[config.mk]
export PLATFORM = sky130hd
export DESIGN_NAME = cam_pattern_gen
export DESIGN_NICKNAME = d
export VERILOG_FILES = /design/src/rtl/cam_pkg.sv /design/src/rtl/cam_pixel_fmt.sv /design/src/rtl/cam_pattern_gen.sv
export SDC_FILE = /design/constraint.sdc
export NUM_CORES = 1
export LEC_CHECK = 0
export CORE_ASPECT_RATIO = 1.1
export CORE_MARGIN = 1.5
export CORE_UTILIZATION = 49
export DETAILED_ROUTE_END_ITERATION = 7
export GPL_ROUTABILITY_DRIVEN = 0
export PLACE_DENSITY = 0.74
export SYNTH_ARGS = -nofsm -noshare
export SYNTH_HDL_FRONTEND = slang
export SYNTH_SLANG_ARGS = --single-unit
[constraint.sdc]
create_clock -name clk -period 4.7 [get_ports clk]
set_input_delay 0.94 -clock clk [delete_from_list [all_inputs] [get_ports clk]]
set_output_delay 0.94 -clock clk [all_outputs]
set_load 0.01 [all_outputs]
[src/rtl/cam_pkg.sv]
// cam_pkg: shared encodings and colour tables for the camera pattern generator.
//   mode_e  - pattern select (solid, blue/green pairs, 8 bars, checkerboard)
//   fmt_e   - output pixel format (RGB444 / RGB565)
//   state_e - generator run state
//   BAR_444 / BAR_565 - the 8 bar colours, white first, black last
package cam_pkg;
  typedef enum logic [1:0] {MODE_SOLID, MODE_PAIRS, MODE_BARS, MODE_CHECK} mode_e;
  typedef enum logic {FMT_444, FMT_565} fmt_e;
  typedef enum logic {IDLE, RUN} state_e;
  localparam logic [2:0] BAR_WHITE = 3'd0, BAR_GREEN = 3'd3, BAR_BLUE = 3'd6, BAR_BLACK = 3'd7;
  localparam logic [0:7][11:0] BAR_444 = {12'hFFF, 12'hFF0, 12'h0FF, 12'h0F0,
                                          12'hF0F, 12'hF00, 12'h00F, 12'h000};
  localparam logic [0:7][15:0] BAR_565 = {16'hFFFF, 16'hFFE0, 16'h07FF, 16'h07E0,
                                          16'hF81F, 16'hF800, 16'h001F, 16'h0000};
  // RGB444 colours are returned right-aligned in the low 12 bits.
  function automatic logic [15:0] bar_color(input logic [2:0] idx, input fmt_e f);
    return f == FMT_565 ? BAR_565[idx] : {4'h0, BAR_444[idx]};
  endfunction
endpackage

[src/rtl/cam_pixel_fmt.sv]
// cam_pixel_fmt: splits one pixel colour into the camera byte stream.
//   pix_color - pixel colour (RGB444 in [11:0] or RGB565)
//   fmt       - output format
//   phase     - 0 = first byte of the pixel, 1 = second byte
//   valid     - active byte slot; data is forced to 0 otherwise
//   data      - output byte
module cam_pixel_fmt
  import cam_pkg::*;
(
  input  logic [15:0] pix_color,
  input  fmt_e        fmt,
  input  logic        phase,
  input  logic        valid,
  output logic [7:0]  data
);
  assign data = !valid ? 8'h00 :
                phase ? pix_color[7:0] :
                fmt == FMT_565 ? pix_color[15:8] : {4'h0, pix_color[11:8]};
endmodule

[src/rtl/cam_pattern_gen.sv]
// cam_pattern_gen: OV-style camera emulator producing test patterns.
//   clk, rst            - system clock, synchronous active-high reset
//   en                  - run frames; a frame in progress always completes
//   mode, fmt, color    - pattern, byte format, solid colour (taken at frame start)
//   CAM_pclk            - pixel clock, low for the first half of each byte slot
//   CAM_vsync, CAM_href - frame sync and active-byte qualifier
//   CAM_px_data         - byte stream, 0 outside active bytes
//   frame_done          - one-clk pulse in the last clk of a frame
//   frame_cnt           - completed frame count
module cam_pattern_gen
  import cam_pkg::*;
#(
  parameter int H_ACTIVE = 160,
  parameter int V_ACTIVE = 120,
  parameter int H_BLANK  = 4,
  parameter int V_BLANK  = 4,
  parameter int V_SYNC   = 2,
  parameter int PCLK_DIV = 4
) (
  input  logic        clk,
  input  logic        rst,
  input  logic        en,
  input  logic [1:0]  mode,
  input  logic        fmt,
  input  logic [15:0] color,
  output logic        CAM_pclk,
  output logic        CAM_vsync,
  output logic        CAM_href,
  output logic [7:0]  CAM_px_data,
  output logic        frame_done,
  output logic [15:0] frame_cnt
);
  localparam int LINE  = 2 * H_ACTIVE + H_BLANK;
  localparam int FRAME = V_BLANK + V_ACTIVE;
  localparam int HW    = $clog2(LINE);
  localparam int VW    = $clog2(FRAME);
  localparam int DW    = $clog2(PCLK_DIV);
  logic [DW-1:0] div;
  logic [HW-1:0] h;
  logic [VW-1:0] v;
  state_e        state, nxt;
  mode_e         mode_q;
  fmt_e          fmt_q;
  logic [15:0]   color_q, pix_color;
  logic [2:0]    bar;
  logic          run, slot_end, line_end, frame_end, start;
  assign run        = state == RUN;
  assign slot_end   = div == DW'(PCLK_DIV - 1);
  assign line_end   = h == HW'(LINE - 1);
  assign frame_end  = v == VW'(FRAME - 1);
  assign frame_done = !rst && run && slot_end && line_end && frame_end;
  // Configuration is captured on the edge that enters line 0, slot 0.
  assign start      = slot_end && (run ? line_end && frame_end : en);
  assign CAM_pclk   = div >= DW'(PCLK_DIV / 2);
  assign CAM_vsync  = run && v < VW'(V_SYNC);
  assign CAM_href   = run && v >= VW'(V_BLANK) && h < HW'(2 * H_ACTIVE);
  always_comb nxt = run ? ((frame_done && !en) ? IDLE : RUN) : ((slot_end && en) ? RUN : IDLE);
  always_ff @(posedge clk) begin
    if (rst) begin
      state     <= IDLE;
      div       <= '0;
      h         <= '0;
      v         <= '0;
      frame_cnt <= '0;
      mode_q    <= MODE_SOLID;
      fmt_q     <= FMT_444;
      color_q   <= '0;
    end else begin
      state <= nxt;
      div   <= slot_end ? '0 : div + 1'b1;
      if (slot_end && run) begin
        h <= line_end ? '0 : h + 1'b1;
        if (line_end) v <= frame_end ? '0 : v + 1'b1;
      end
      if (start) begin
        mode_q  <= mode_e'(mode);
        fmt_q   <= fmt_e'(fmt);
        color_q <= color;
      end
      if (frame_done) frame_cnt <= frame_cnt + 16'd1;
    end
  end
  // Pixel index is h>>1; pairs alternate on pixel bit 1, tiles on pixel/row bit 3.
  always_comb begin
    bar       = 3'((32'(h >> 1) * 8) / H_ACTIVE);
    pix_color = mode_q == MODE_SOLID ? color_q :
                bar_color(mode_q == MODE_PAIRS ? (1'(h >> 2) ? BAR_GREEN : BAR_BLUE) :
                          mode_q == MODE_BARS  ? bar :
                          (1'(h >> 4) ^ 1'((v - VW'(V_BLANK)) >> 3)) ? BAR_WHITE : BAR_BLACK,
                          fmt_q);
  end
  cam_pixel_fmt u_fmt (
    .pix_color(pix_color),
    .fmt      (fmt_q),
    .phase    (h[0]),
    .valid    (CAM_href),
    .data     (CAM_px_data)
  );
endmodule

### After elaboration in Yosys (flattened, before gate mapping)

Memory sizes are Yosys's and may differ from the RTL's.
Cells that the tools add are included.

* muxes and demuxes: 19
* add/sub/neg operators: 5
* div/mod/pow operators: 1
* order comparisons: 5
* eq/ne operators: 5
* bitwise logic cells: 2
* reductions and logical operators: 17

Operators by type and width (number)
* 2-to-1 mux 16 bit: 4
* divider 11 x 8 -> 32 bit, second input constant: 1
* 2-to-1 mux 12 bit: 2
* 2-to-1 mux 8 bit: 3
* adder 16 x 1 -> 16 bit, second input constant: 1
* logical AND 1 bit: 12
* 2-to-1 mux 3 bit: 4
* adder 9 x 1 -> 9 bit, second input constant: 1
* equality test 9 bit, second input constant: 1
* < comparator 9 bit, second input constant: 1
* 2-to-1 mux 9 bit: 1
* adder 7 x 1 -> 7 bit, second input constant: 1
* equality test 7 bit, second input constant: 1
* greater-or-equal comparator 7 x 3 -> 1 bit, second input constant: 1
* < comparator 7 x 2 -> 1 bit, second input constant: 1
* 2-to-1 mux 7 bit: 1
* equality test 2 bit, second input constant: 2
* greater-or-equal comparator 4 bit, second input constant: 1
* 2-to-1 mux 1 bit: 4
* NOT 3 -> 4 bit: 1
* subtractor 4 x 3 -> 4 bit, second input constant: 1
* adder 2 x 1 -> 2 bit, second input constant: 1
* equality test 2 x 1 -> 1 bit, second input constant: 1
* greater-or-equal comparator 2 bit, second input constant: 1
* other kinds (5): 6

* word-level logic and storage cells: 64
* ROM bits: 224
* memories: 2
* flip-flop bits (word level): 54

Memory list
* (name not given): depth 8, width 16, rd ports 1, clocked after Yosys merged registers in 0, write ports 0, RTL line cam_pkg.sv:17 `return f == FMT_565 ? BAR_565[idx] : {4'h0, BAR_444[idx]};`
* (name not given): depth 8, width 12, rd ports 1, clocked after Yosys merged registers in 0, write ports 0, RTL line cam_pkg.sv:17

### Longest topological paths before layout

* word-level depth: 14
* gate-level depth with buffers: 10
* gate-level depth less buffers: 10

### By module

Synthesis repeated with hierarchy kept, for this count alone.

* cells, all modules: 403
* area, all modules: 3211.8 um^2

Modules (own cells, without submodules)
* cam_pattern_gen: area each 3051.7 um^2, instances 1, cells each 381
* cam_pixel_fmt: area each 160.2 um^2, instances 1, cells each 22

### Worst setup path before layout

No wires, ideal clock.

* path kind: register to output
* start point: register h[6]
* end point: output CAM_px_data[0]
* slack: 1.097 ns
* cell stages (with the launch flop): 11
* required time: 3.760 ns
* data arrival time: 2.663 ns
* path through: dfxtp_1 or2_2 ha_1 o21bai_1 a221oi_2 o21a_1 o211ai_1 o2111ai_1 nand4_1 a311oi_2 a21boi_0

* cells in the longest elaborated chain, start to end: 12

Ends and longest elaborated chain
* from (decl): RTL line cam_pattern_gen.sv:39 `logic [HW-1:0] h;`
* from (signal assigned): RTL line cam_pattern_gen.sv:72 `h <= line_end ? '0 : h + 1'b1;`
* divider 11 x 8 -> 32 bit: RTL line cam_pattern_gen.sv:85 `bar = 3'((32'(h >> 1) * 8) / H_ACTIVE);`
* 2-to-1 mux 3 bit: RTL line cam_pattern_gen.sv:88 `mode_q == MODE_BARS ? bar :`
* 2-to-1 mux 3 bit: RTL line cam_pattern_gen.sv:87 `bar_color(mode_q == MODE_PAIRS ? (1'(h >> 2) ? BAR_GREEN : BAR_BLUE) :`
* NOT 3 -> 4 bit (not written as such): RTL line cam_pkg.sv:17
* memory (8 x 12 bit) or memory (8 x 16 bit) (tied branches)
* 2-to-1 mux 12 bit (not written as such) or 2-to-1 mux 16 bit (tied branches) (2 in series): RTL line cam_pkg.sv:17
* 2-to-1 mux 16 bit: RTL line cam_pkg.sv:17
* 2-to-1 mux 16 bit: RTL line cam_pattern_gen.sv:86 `pix_color = mode_q == MODE_SOLID ? color_q :`
* 2-to-1 mux 8 bit: RTL line cam_pixel_fmt.sv:18 `fmt == FMT_565 ? pix_color[15:8] : {4'h0, pix_color[11:8]};`
* 2-to-1 mux 8 bit: RTL line cam_pixel_fmt.sv:17 `phase ? pix_color[7:0] :`
* 2-to-1 mux 8 bit (*): RTL line cam_pixel_fmt.sv:16 `assign data = !valid ? 8'h00 :`
* to (decl): RTL line cam_pattern_gen.sv:29 `output logic [7:0] CAM_px_data,`

Every way passes the cells marked *; elsewhere a longest branch is shown, timed or not. The select of a mux whose other input is x is not followed.

### Final worst setup path

Ends and elaborated chain as after synthesis.

==> flow_summary.yaml <==
placement:
  dpl.cell_count: 511
  dp_hpwl_um: 5060
  dpl-instance-area_um2: 3610
  port_buffers: 49
yosys:
  synthesis.nets: 426
  synth_commonest_cells: "nand2_1, dfxtp_1, nor2_1, a21oi_1, o21ai_0"
  synthDistinctLibCells: 57
  synth_ff_type: "dfxtp_1"
  synth.cell_area_um2: 3060
  ys_seq_area_share_pct: 35.3
  synth_warnings: 0
  syn_inst: 396
  synth_top_cell_by_area: "dfxtp_1"
  yosysMostFrequentCell: "nand2_1"
  synth_top_area_share_pct: 35.3
  synth_seq_cells: 54
  synth.area.top_cells: "dfxtp_1, nand2_1, a21oi_1"
  syn_area_per_cell_um2: 7.74
  synth_edf_count: 0
  async_reset_ff_share_pct: 0
setup_path:
  crit_slowest_cell: "a221oi_2"
  worstPathArrival_ns: 3.34
  required_ns: 3.76
  crit_type: "flop to output pin"
  start_kind: "flop"
  crit_chain: "or2_2 -> ha_1 -> o21bai_1 -> a221oi_2 -> o21a_2 -> o211ai_1 -> o2111ai_1 -> nand4_1 -> a311oi_2 -> a21boi_2 -> dlymetal6s2s_1"
  critical-path-max-stage-delay_ns: 0.40
  cp-end-kind: "output pin"
  worst-path-max-fanout: 5
outcome:
  outcome: "complete, no violations"
floorplanning:
  initial_utilization_pct: 50.1
  fp.coreArea_um2: 6120
  die_height_um: 85.9
  fp.dieW_um: 78.4
  io_pins: 50
  die_area_um2: 6740
  num_rows: 30
final_layout:
  layoutNonFillerInstCount: 522
  utilization_pct: 61.7
  final_area_um2: 3770
  fin_nets: 471
  drive_gt1_share_pct: 8.37
  fillCellCount: 567
  diodes: 0
  area_growth_pct: 23.2
timing:
  finalSetupTns_ns: 0
  setup_viol: 0
  relSlewSlack_pct: 60.2
  skew_ns: 0.00764
  fin_crit_ns: 4.28
  finalMaxSlewViolations: 0
  rsz0062_at_grt: "false"
  hold_viol: 0
  period_share_pct: 91.1
  max_clock_freq_mhz: 234
  worst_pin_slew_ns: 0.596
routing:
  drc: 0
  dr.first_iter.drc_count: 222
  wl_per_cell_um: 13.9
  drtAntennaViolNets: 0
  vias: 3007
  vias_per_cell: 5.76
  wl_um: 7280
  dr.pass1.iters: 6
power:
  leakagePower_uw: 0.00141
  powerDensity_nw_per_um2: 211
  ir_drop_uv: 129
  fin_total_pwr_uw: 795
cts:
  cts.path.max_buffers: 2
  cts_sinks: 54
  cts_tree: "built"
  cts_made_buffers: 5
  clk_pin_slew_ns: 0.10
  ctsHtreeMaxLevel: 2
  clockRootBuffer: "clkbuf_8"
  clk_latency_ns: 0.31
global_route:
  grt_pass1_vias: 2648
  grt_max_degree: 45
  grt_pass1_wl_um: 11900
  antenna_found_initial: 0
  grt_util_all_layers_pct: 21.5
  overflow: 0
min_path:
  hold_path.class: "flop to flop"
flow_run:
  cap_violations: 0
final timing paths:
path               from              to  slack, ns  cells after the start
max                h[6]  CAM_px_data[0]       0.42                     11
min          color_q[6]      color_q[6]       0.46                      2
max reg2reg        h[0]   frame_cnt[14]       1.86                      7
min reg2reg  color_q[6]      color_q[6]       0.46                      2
flip-flops by register name, indices dropped and copies added, names as in the netlist:
| register | count |
|---|---|
| div | 2 |
| fmt_q | 1 |
| color_q | 16 |
| frame_cnt | 16 |
| run | 1 |
| v | 7 |
| h | 9 |
| mode_q | 2 |
cell type report:
| cell class | count | area [um^2] | share of cell area [%] |
|---|---|---|---|
| inverters | 13 | 48.8 | 1.29 |
| repair buffers | 59 | 586 | 15.5 |
| clock buffers | 5 | 68.8 | 1.82 |
| multi-input cells | 308 | 1870 | 49.4 |
| clock inverters | 3 | 25.0 | 0.663 |
| well taps | 80 | 100 | 2.65 |
| flip-flops and latches | 54 | 1080 | 28.6 |
where the power goes:
group	internal, uW	switching (uW)	leakage, uW
sequential	464	5.44	0.000436
clock	108	162	0.0000447
combinational	29.5	26.0	0.000933
through the flow:
stage	setup slack, ns	hold WS [ns]
after floorplan	1.10	0.429
after global placement	0.512	0.440
after detailed placement	0.382	0.447
after CTS	0.0256	0.461
after global routing	0.242	0.484
final	0.420	0.462
per-layer routing:
metal	share of wire, %	vias to the layer above	GRT usage (%)
met5	0	-	0
met4	1.6	0	5.68
met3	5.7	14	5.00
met2	49	90	37.8
met1	44	1415	26.3
li1	-	1488	-
worst max-delay path: cells and delay by family, from the launching register on:
family	cells	cell delay [ns]
flip-flops	1	0.32
adder cells (fa/ha/maj)	1	0.33
buffers and inverters	1	0.16
AND/OR/NAND/NOR	2	0.51
AO/OA/AOI/OAI	7	1.71
cell usage in the layout, fill, tap and decap left out, types with 8 or more instances in the layout:
cell type and instances:
a21oi_1 36, nor2_1 42, o21ai_0 19, dlymetal6s2s_1 8
buf_4 10, nand4_1 8, nand2_1 61, xnor2_1 13
xor2_1 14, clkdlybuf4s50_1 41, inv_1 12, dfxtp_1 54
ha_1 8, nor3_1 11, nand3_1 12
logic make-up after synthesis:
kind of cell / count (synthesis) / synth area share (%)
xor gates and xnor gates: 27 / 7.72
AOI/OAI and AO/OA: 98 / 20.3
DFF: 54 / 35.3
adders and majority gates: 8 / 3.27
and+or+nand+nor: 171 / 27.5
buffers and inverters: 34 / 4.65
muxes: 4 / 1.31
repair_timing:
action,in CTS,in global routing
setup endpoints to repair,0,7
hold buffers,0,0
gates resized for setup,0,16
setup buffers,0,3
(Power assumes the default switching activity.)
